<file path="src/rtl/morse_pkg.sv">
// Shared types and constants for the Morse receiver timer block.
// Timer ids, per-timer threshold multipliers and timer FSM states.
package morse_pkg;

  typedef enum logic [1:0] {
    TMR_BTN   = 2'd0,
    TMR_DASH  = 2'd1,
    TMR_INTER = 2'd2,
    TMR_WORD  = 2'd3
  } timer_id_t;

  localparam int NUM_TIMERS = 4;

  // Threshold = MULT * unit length, indexed by timer_id_t
  localparam logic [3:0] TIMER_MULT [NUM_TIMERS] = '{
    4'd10, // TMR_BTN
    4'd2,  // TMR_DASH
    4'd3,  // TMR_INTER
    4'd7   // TMR_WORD
  };

  typedef enum logic [1:0] {
    S_IDLE = 2'd0,
    S_RUN  = 2'd1,
    S_DONE = 2'd2
  } tmr_state_t;

endpackage

</file>
<file path="src/rtl/morse_timer.sv">
// One restartable ms timeout timer with a sticky done flag.
// Counts ms ticks while running; done when the count reaches limit.
module morse_timer
  import morse_pkg::*;
#(
  parameter int CNT_W = 14
) (
  input  logic             clk,
  input  logic             rst_n,
  input  logic             res,
  input  logic             tick,
  input  logic [CNT_W-1:0] limit,
  output logic             done,
  output logic             active
);

  tmr_state_t       state_q;
  logic [CNT_W-1:0] cnt_q;
  logic [CNT_W-1:0] cnt_inc;
  logic             done_q;
  logic             active_q;

  // Next count value when a tick lands in RUN
  always_comb begin
    cnt_inc = cnt_q + CNT_W'(1);
  end

  // Timer FSM: restart wins over tick; done/active are registered
  always_ff @(posedge clk or negedge rst_n) begin
    if (!rst_n) begin
      state_q  <= S_IDLE;
      cnt_q    <= '0;
      done_q   <= 1'b0;
      active_q <= 1'b0;
    end else if (res) begin
      state_q  <= S_RUN;
      cnt_q    <= '0;
      done_q   <= 1'b0;
      active_q <= 1'b1;
    end else if (state_q == S_RUN && tick) begin
      cnt_q <= cnt_inc;
      if (cnt_inc == limit) begin
        state_q  <= S_DONE;
        done_q   <= 1'b1;
        active_q <= 1'b0;
      end
    end
  end

  assign done   = done_q;
  assign active = active_q;

endmodule

</file>
<file path="src/rtl/morse_timer_ctrl.sv">
// Four Morse receiver timeout timers on a shared 1 ms prescaler.
// Unit length reloads via valid/ready only while all timers are idle.
module morse_timer_ctrl
  import morse_pkg::*;
#(
  parameter int TICK_DIV     = 100000,
  parameter int UNIT_W       = 10,
  parameter int UNIT_DEFAULT = 120
) (
  input  logic              clk_100MHz,
  input  logic              reset_n,
  input  logic              btn_to_res,
  input  logic              dash_to_res,
  input  logic              inter_to_res,
  input  logic              word_to_res,
  output logic              btn_to,
  output logic              dash_to,
  output logic              inter_to,
  output logic              word_to,
  input  logic [UNIT_W-1:0] cfg_unit_ms,
  input  logic              cfg_valid,
  output logic              cfg_ready,
  output logic              busy,
  output logic              ms_tick
);

  localparam int CNT_W = UNIT_W + 4;
  localparam int PW    = (TICK_DIV > 1) ? $clog2(TICK_DIV) : 1;

  logic [PW-1:0]         presc_q;
  logic [PW-1:0]         presc_d;
  logic [UNIT_W-1:0]     unit_q;
  logic [UNIT_W-1:0]     unit_d;
  logic                  tick;
  logic [NUM_TIMERS-1:0] res;
  logic [NUM_TIMERS-1:0] done;
  logic [NUM_TIMERS-1:0] active;
  logic [CNT_W-1:0]      limit [NUM_TIMERS];

  assign tick = (presc_q == PW'(TICK_DIV - 1));

  // Free-running prescaler and unit reload on handshake
  always_comb begin
    presc_d = tick ? '0 : presc_q + PW'(1);
    unit_d  = unit_q;
    if (cfg_valid && cfg_ready) begin
      unit_d = (cfg_unit_ms == '0) ? UNIT_W'(1) : cfg_unit_ms;
    end
  end

  // Prescaler and unit length registers
  always_ff @(posedge clk_100MHz or negedge reset_n) begin
    if (!reset_n) begin
      presc_q <= '0;
      unit_q  <= UNIT_W'(UNIT_DEFAULT);
    end else begin
      presc_q <= presc_d;
      unit_q  <= unit_d;
    end
  end

  assign res[TMR_BTN]   = btn_to_res;
  assign res[TMR_DASH]  = dash_to_res;
  assign res[TMR_INTER] = inter_to_res;
  assign res[TMR_WORD]  = word_to_res;

  for (genvar i = 0; i < NUM_TIMERS; i++) begin : g_tmr
    assign limit[i] = CNT_W'(TIMER_MULT[i]) * CNT_W'(unit_q);

    morse_timer #(
      .CNT_W(CNT_W)
    ) u_tmr (
      .clk   (clk_100MHz),
      .rst_n (reset_n),
      .res   (res[i]),
      .tick  (tick),
      .limit (limit[i]),
      .done  (done[i]),
      .active(active[i])
    );
  end

  assign btn_to    = done[TMR_BTN];
  assign dash_to   = done[TMR_DASH];
  assign inter_to  = done[TMR_INTER];
  assign word_to   = done[TMR_WORD];
  assign busy      = |active;
  assign cfg_ready = ~busy;
  assign ms_tick   = tick;

endmodule

</file>
<file path="config.mk">
export PLATFORM = sky130hd
export DESIGN_NAME = morse_timer_ctrl
export DESIGN_NICKNAME = d
export VERILOG_FILES = /design/src/rtl/morse_pkg.sv /design/src/rtl/morse_timer.sv /design/src/rtl/morse_timer_ctrl.sv
export SDC_FILE = /design/constraint.sdc
export NUM_CORES = 1
export LEC_CHECK = 0
export ABC_AREA = 1
export ABC_CLOCK_PERIOD_IN_PS = 2700
export CAP_MARGIN = 25
export CORE_MARGIN = 2
export CORE_UTILIZATION = 50
export DETAILED_ROUTE_END_ITERATION = 8
export GPL_ROUTABILITY_DRIVEN = 0
export GPL_TIMING_DRIVEN = 1
export PLACE_DENSITY = 0.8
export SYNTH_ARGS = -nofsm -noshare
export SYNTH_HDL_FRONTEND = slang
export SYNTH_SLANG_ARGS = --single-unit
</file>
<file path="constraint.sdc">
create_clock -name clk_100MHz -period 2.7 [get_ports clk_100MHz]
set_clock_uncertainty 0.2 [all_clocks]
set_input_delay 0.27 -clock clk_100MHz [delete_from_list [all_inputs] [get_ports clk_100MHz]]
set_output_delay 0.27 -clock clk_100MHz [all_outputs]
set_load 0.005 [all_outputs]
</file>
== After elaboration in Yosys (flattened, before gate mapping) ==
Index checks and enable logic that the tools add are counted.

* Bitwise operators: 1
* Reductions and logical operators: 19
* Equal/unequal tests: 9
* Multiplexer cells: 46
* Add/subtract/negate cells: 5
* $mul: 3

{| class="wikitable"
|+ Operators by type and width
! cell !! count
|-
| two-way mux 14 bit || 8
|-
| adder 14 x 1 -> 14 bit, second input constant || 4
|-
| multiplier 3 x 10 -> 13 bit, first input constant || 2
|-
| two-way mux 1 bit || 24
|-
| two-way mux 2 bit || 12
|-
| adder 17 x 1 -> 17 bit, second input constant || 1
|-
| equality test 17 bit, second input constant || 1
|-
| two-way mux 17 bit || 1
|-
| nonzero test 2 bit || 8
|-
| equality test 14 x 11 -> 1 bit || 1
|-
| equality test 14 x 12 -> 1 bit || 1
|-
| equality test 14 x 13 -> 1 bit || 1
|-
| equality test 14 bit || 1
|-
| multiplier 2 x 10 -> 12 bit, first input constant || 1
|-
| zero test 10 bit || 1
|-
| two-way mux 10 bit || 1
|-
| equality test 2 x 1 -> 1 bit, second input constant || 4
|-
| AND reduction 2 bit || 4
|-
| logical AND 1 bit || 5
|-
| OR reduction 4 bit || 1
|-
| NOT 1 bit || 1
|}

* Register bits: 99
* Input port bits: 17
* Output and inout bits: 7

== Longest topological paths before layout ==
* Depth after elaboration: 5
* Gate-level depth with buffers: 19

== Modules after synthesis ==
From an unflattened synthesis, not the netlist that was laid out.

* Cells, all modules: 1258
* Area, all modules: 8097.8 um^2

{| class="wikitable"
|+ By module, submodules not included
! module !! cells an instance !! instances !! area each (um^2)
|-
| morse_timer (g_tmr[0].u_tmr ...) || 204 || 3 || 1258.7
|-
| morse_timer_ctrl || 424 || 1 || 2982.9
|-
| morse_timer (g_tmr[2].u_tmr) || 222 || 1 || 1338.8
|}

== Worst setup path before layout ==
Ideal clock, no wire load.

* Path kind: register to register
* Start point: register unit_q[1]
* End point: register g_tmr[3].u_tmr.state_q[0]
* Library setup time: 130 ps
* Required time: 2370 ps
* Cell stages (with the launch flop): 19
* Arrival: 2561 ps
* Slack: -191 ps
* Buffers on the path: 0
* Cells stage by stage: dfrtp_1 fa_1 ha_1 inv_1 fa_1 inv_1 nand3_1 nand2_1 nand2_1 nand2_1 nand2_1 nand2_1 nand2_1 nand2_1 nand2_1 nor2_1 nand2_1 nor2_1 o21ai_0

* Cells in the longest elaborated chain, start to end: 4

{| class="wikitable"
|+ RTL lines
! item !! line !! RTL
|-
| start, declared || morse_timer_ctrl.sv:32 || <nowiki>logic [UNIT_W-1:0] unit_q;</nowiki>
|-
| start signal, assigned || morse_timer_ctrl.sv:55 || <nowiki>unit_q <= UNIT_W'(UNIT_DEFAULT);</nowiki>
|-
| start signal, assigned || morse_timer_ctrl.sv:58 || <nowiki>unit_q <= unit_d;</nowiki>
|-
| multiplier 3 x 10 -> 13 bit || morse_timer_ctrl.sv:68 || <nowiki>assign limit[i] = CNT_W'(TIMER_MULT[i]) * CNT_W'(unit_q);</nowiki>
|-
| equality test 14 x 13 -> 1 bit || morse_timer.sv:42 || <nowiki>if (cnt_inc == limit) begin</nowiki>
|-
| nonzero test 2 bit (no source line) || n/a ||
|-
| AND reduction 2 bit (no source line) || n/a ||
|-
| end signal, assigned || morse_timer.sv:31 || <nowiki>state_q <= S_IDLE;</nowiki>
|-
| end signal, assigned || morse_timer.sv:36 || <nowiki>state_q <= S_RUN;</nowiki>
|-
| end signal, assigned || morse_timer.sv:43 || <nowiki>state_q <= S_DONE;</nowiki>
|-
| end, declared || morse_timer.sv:17 || <nowiki>tmr_state_t state_q;</nowiki>
|}

No other way between the ends.
A chain may end at the register's enable or synchronous reset.

== Worst setup path after layout ==
* Start point: register unit_q[2]
* End point: register g_tmr[3].u_tmr.state_q[0]

The elaborated chain is that of the path after synthesis.

==> metrics.log <==
INFO  metric run_status = finished with violations
INFO  metric failed_checks = setup timing
INFO  metric tritoncts_clock_tree = yes
INFO  metric cts_root_buffer = clkbuf_16
INFO  metric final_antenna_net_count = 0
INFO  metric synth_enable_flop_cells = 0
INFO  metric place.port_buffers = 23
INFO  metric fillCellCount = 1275
INFO  metric viasPerCell = roughly 5.3
INFO  metric numClockSinks = 91
INFO  metric r2r_cells = 13
INFO  metric setup.worst_path.class = flip-flop to flip-flop
INFO  metric max_cap_viol_count = 0
INFO  metric worst-slew-pin-transition = 0.507 ns
INFO  metric share_of_total_power_consumed_by_net_switching = 24.6%
INFO  metric dpl_ws = -0.196 ns
INFO  metric via_count_of_the_first_global_routing_pass = 7166
INFO  metric power-per-cell-area = slightly above 300 mW/mm2
INFO  metric insertion_delay = 0.37 ns
INFO  metric multiInputGateArea = 0.00479 mm2
INFO  metric avgRoutedWirePerCell = approximately 13 um
INFO  metric layout-drive-gt1-share = 12.8%
INFO  metric combPwrFrac = 3.2%
INFO  metric flip_flop_and_latch_count_after_synthesis = approximately 90
INFO  metric synth_top_cells_by_area = dfrtp_1, nand2_1, inv_1
INFO  metric worst_slack_setup_final = -0.171 ns
INFO  metric ys.warnings.count = 0
INFO  metric grt_overflow_total = 0
INFO  metric critical-path-max-stage-delay = 0.55 ns
INFO  metric post_detailed_route_drc_marker_count = 0
INFO  metric grt_max_degree = 57
INFO  metric crit_required = ~2.8 ns
INFO  metric final_max_slew_viol_count = 0
INFO  metric critical_path.startpoint_type = flip-flop
INFO  metric num_antenna_cells = 0
INFO  metric crit_path_cell_trace = fa_1 -> ha_2 -> inv_2 -> fa_2 -> buf_6 -> xor2_1 -> xor2_1 -> inv_1 -> nand3_1 -> nor2_1 -> nand3_1 -> nor2_2 -> o21ai_1
INFO  metric setup_viol = 4
INFO  metric crit_path_max_fanout = 3
INFO  metric share_seq_of_total_power = 50.5%
INFO  metric cp_data_arrival_time = 2.92 ns
INFO  metric post_synth.cell_area_avg = between 6 and 7 um2
INFO  metric synth.cell_area = 0.00754 mm2
INFO  metric grt_pass1_wl = 32.1 mm
INFO  metric slowest_stage = fa_1
INFO  metric dp_hpwl = about 14 mm
INFO  metric synth.distinct_cells = 37
INFO  metric most_frequent_cell_after_synthesis = nand2_1
INFO  metric design.die.area = roughly 0.016 mm2
INFO  metric regToRegSetupSlack = -0.17 ns
INFO  metric cts-buffers-inserted = 9
INFO  metric drt_pass1_iterations = 5
INFO  metric critPathCaptureType = flip-flop
INFO  metric die_h = around 130 um
INFO  metric num_vias = approximately 7500
INFO  metric route.final.wire_length = 18.7 mm
INFO  metric cellInternalPower = 2.04 mW
INFO  metric cellLeakagePower = 4.51 nW
INFO  metric nNetsFinal = 1279
INFO  metric timing.final.crit_share = 106%
INFO  metric dr.first_iter.drc_count = 534
INFO  metric seqCellArea = 0.00229 mm2
INFO  metric io_pins = 24
INFO  metric flow.area_growth_from_synthesis = 18.6%
INFO  metric cts-htree-levels = 3
INFO  metric hold_path_class = input port to async pin
INFO  metric grt_antenna_before_repair = 0
INFO  metric fmaxAchievable = 348 MHz
INFO  metric synth_nets = between 1000 and 1500
INFO  metric synth.cells.most_frequent = nand2_1, inv_1, nand3_1
INFO  metric floorplan.core_area = 0.0146 mm2
INFO  metric number_of_placement_rows = 44
INFO  metric grt_setup_unrepaired = yes
INFO  metric cp.buffers_inverters = 3
INFO  metric cts.clk_slew.worst_paths = roughly 0.070 ns
INFO  metric ys.flop_type = dfrtp_1
INFO  metric cts-root-to-sink-buffers = 2
INFO  metric finalHoldViolCount = 0
INFO  metric net-switching-power = 663 uW
INFO  metric synth_top_area_cell = dfrtp_1
INFO  metric slew-limit-headroom = 66.2%
INFO  metric timing.critical_path.depth = 13
INFO  metric path_delay_family = adder cells
INFO  metric final.min_clock_period = ~2.9 ns
INFO  metric fp.dieW = 127 um
INFO  metric final_util = 61.1%
INFO  metric synth-async-reset-ratio = 100%
INFO  metric vdd.ir_drop.worst = 0.000255 V
INFO  metric grt_util_all_layers = 24.4%
INFO  metric sequential_to_total_area_share_from_yosys_stat = 30.3%
INFO  metric share_clk_of_total_power = 46.3%
INFO  metric cells_after_synth = about 1100
INFO  metric initial_cell_density_of_the_core = 51.5%
INFO  metric netlist.area_leader.share = 28.9%
## placed cells by master, fill, tap and decap left out, drive strengths merged, types with 18 or more instances in the layout
cell type and instances:
clkdlybuf4s50 22, dfrtp 87, ha 40, xor2 24
inv 180, nor2 98, buf 56, nand4 33
a21oi 23, nor3 18, o22ai 40, o21ai 33
nand3 122, nand2 374
## worst register-to-register path: cells and delay by family, from the launching register on
family / cells / cell delay [ns]
fa+ha+maj: 3 / 1.09
flops: 1 / 0.43
simple gates: 4 / 0.42
xor+xnor: 2 / 0.30
buf+inv: 3 / 0.23
compound gates: 1 / 0.07
## power groups by stage
stage	clock network [mW]	registers [mW]	logic (mW)
after detailed placement	0	1.39	0.0888
after CTS	1.27	1.36	0.0900
after floorplan	0	1.39	0.0226
final	1.25	1.36	0.0876
after global placement	0	1.39	0.0883
after global routing	1.35	1.36	0.0986
## final timing paths
check                                         from                         to
min                                        reset_n   g_tmr[0].u_tmr.cnt_q[11]
min reg2reg                g_tmr[3].u_tmr.cnt_q[1]    g_tmr[3].u_tmr.cnt_q[1]
max reg2reg                              unit_q[2]  g_tmr[3].u_tmr.state_q[0]
min in group clk_100MHz             cfg_unit_ms[5]                  unit_q[5]
max                                      unit_q[2]  g_tmr[3].u_tmr.state_q[0]
max in group asynchronous                  reset_n    g_tmr[3].u_tmr.cnt_q[7]
## registers in the layout, indices dropped and copies added, names as in the netlist
| register | count |
|---|---|
| g_tmr.u_tmr.done | 2 |
| unit_q | 10 |
| g_tmr.u_tmr.cnt_q | 56 |
| presc_q | 17 |
| g_tmr.u_tmr.state_q | 6 |
## stage by stage
stage                     TNS [ns]  power, mW  cells  hold WS, ns  instance area (um2)
after floorplan             -0.130       1.41   1130       -0.226                 7550
after global placement      -0.255       1.48   1377       0.0690                 8350
after detailed placement    -0.573       1.48   1377       0.0701                 8350
after CTS                   -0.266       2.72   1395        0.223                 8790
after global routing         -1.35       2.81   1399        0.258                 8940
final                       -0.418       2.70   1399        0.207                 8940
## routing by layer
| layer | GRT usage [%] | vias up | share of wire [%] |
|---|---|---|---|
| li1 | - | 3822 | - |
| met1 | 31.3 | 3412 | 44 |
| met2 | 41.6 | 183 | 48 |
| met3 | 3.96 | 37 | 4.9 |
| met4 | 9.11 | 0 | 3.0 |
| met5 | 0 | - | 0 |
## kinds of logic (layout without fill, tap and decap cells)
logic type	Yosys count	in the layout	share of synthesized area (%)
buffers and inverters	187	272	9.49
xor gates and xnor gates	34	34	3.95
DFF	91	91	30.3
AOI/OAI and AO/OA	101	101	7.52
and+or+nand+nor	665	665	39.0
adders and majority gates	52	52	9.82
## repair_timing
action                                  in CTS  in global routing
endpoints found under the setup margin       7                  7
setup buffers                                1                  4
hold buffers                                 1                  0
gates resized for setup                     28                 32
endpoints found under the hold margin       31                  0
pin swaps                                   13                 13
## final cells by class
cell class | count | area share [%]
Clock buffer | 9 | 2.52
Clock inverter | 7 | 0.658
Inverter | 177 | 7.43
Multi-Input combinational cell | 852 | 53.6
Sequential cell | 91 | 25.6
Tap cell | 184 | 2.57
Timing Repair Buffer | 79 | 7.67
Note: power is estimated with default switching activity, not from simulation.
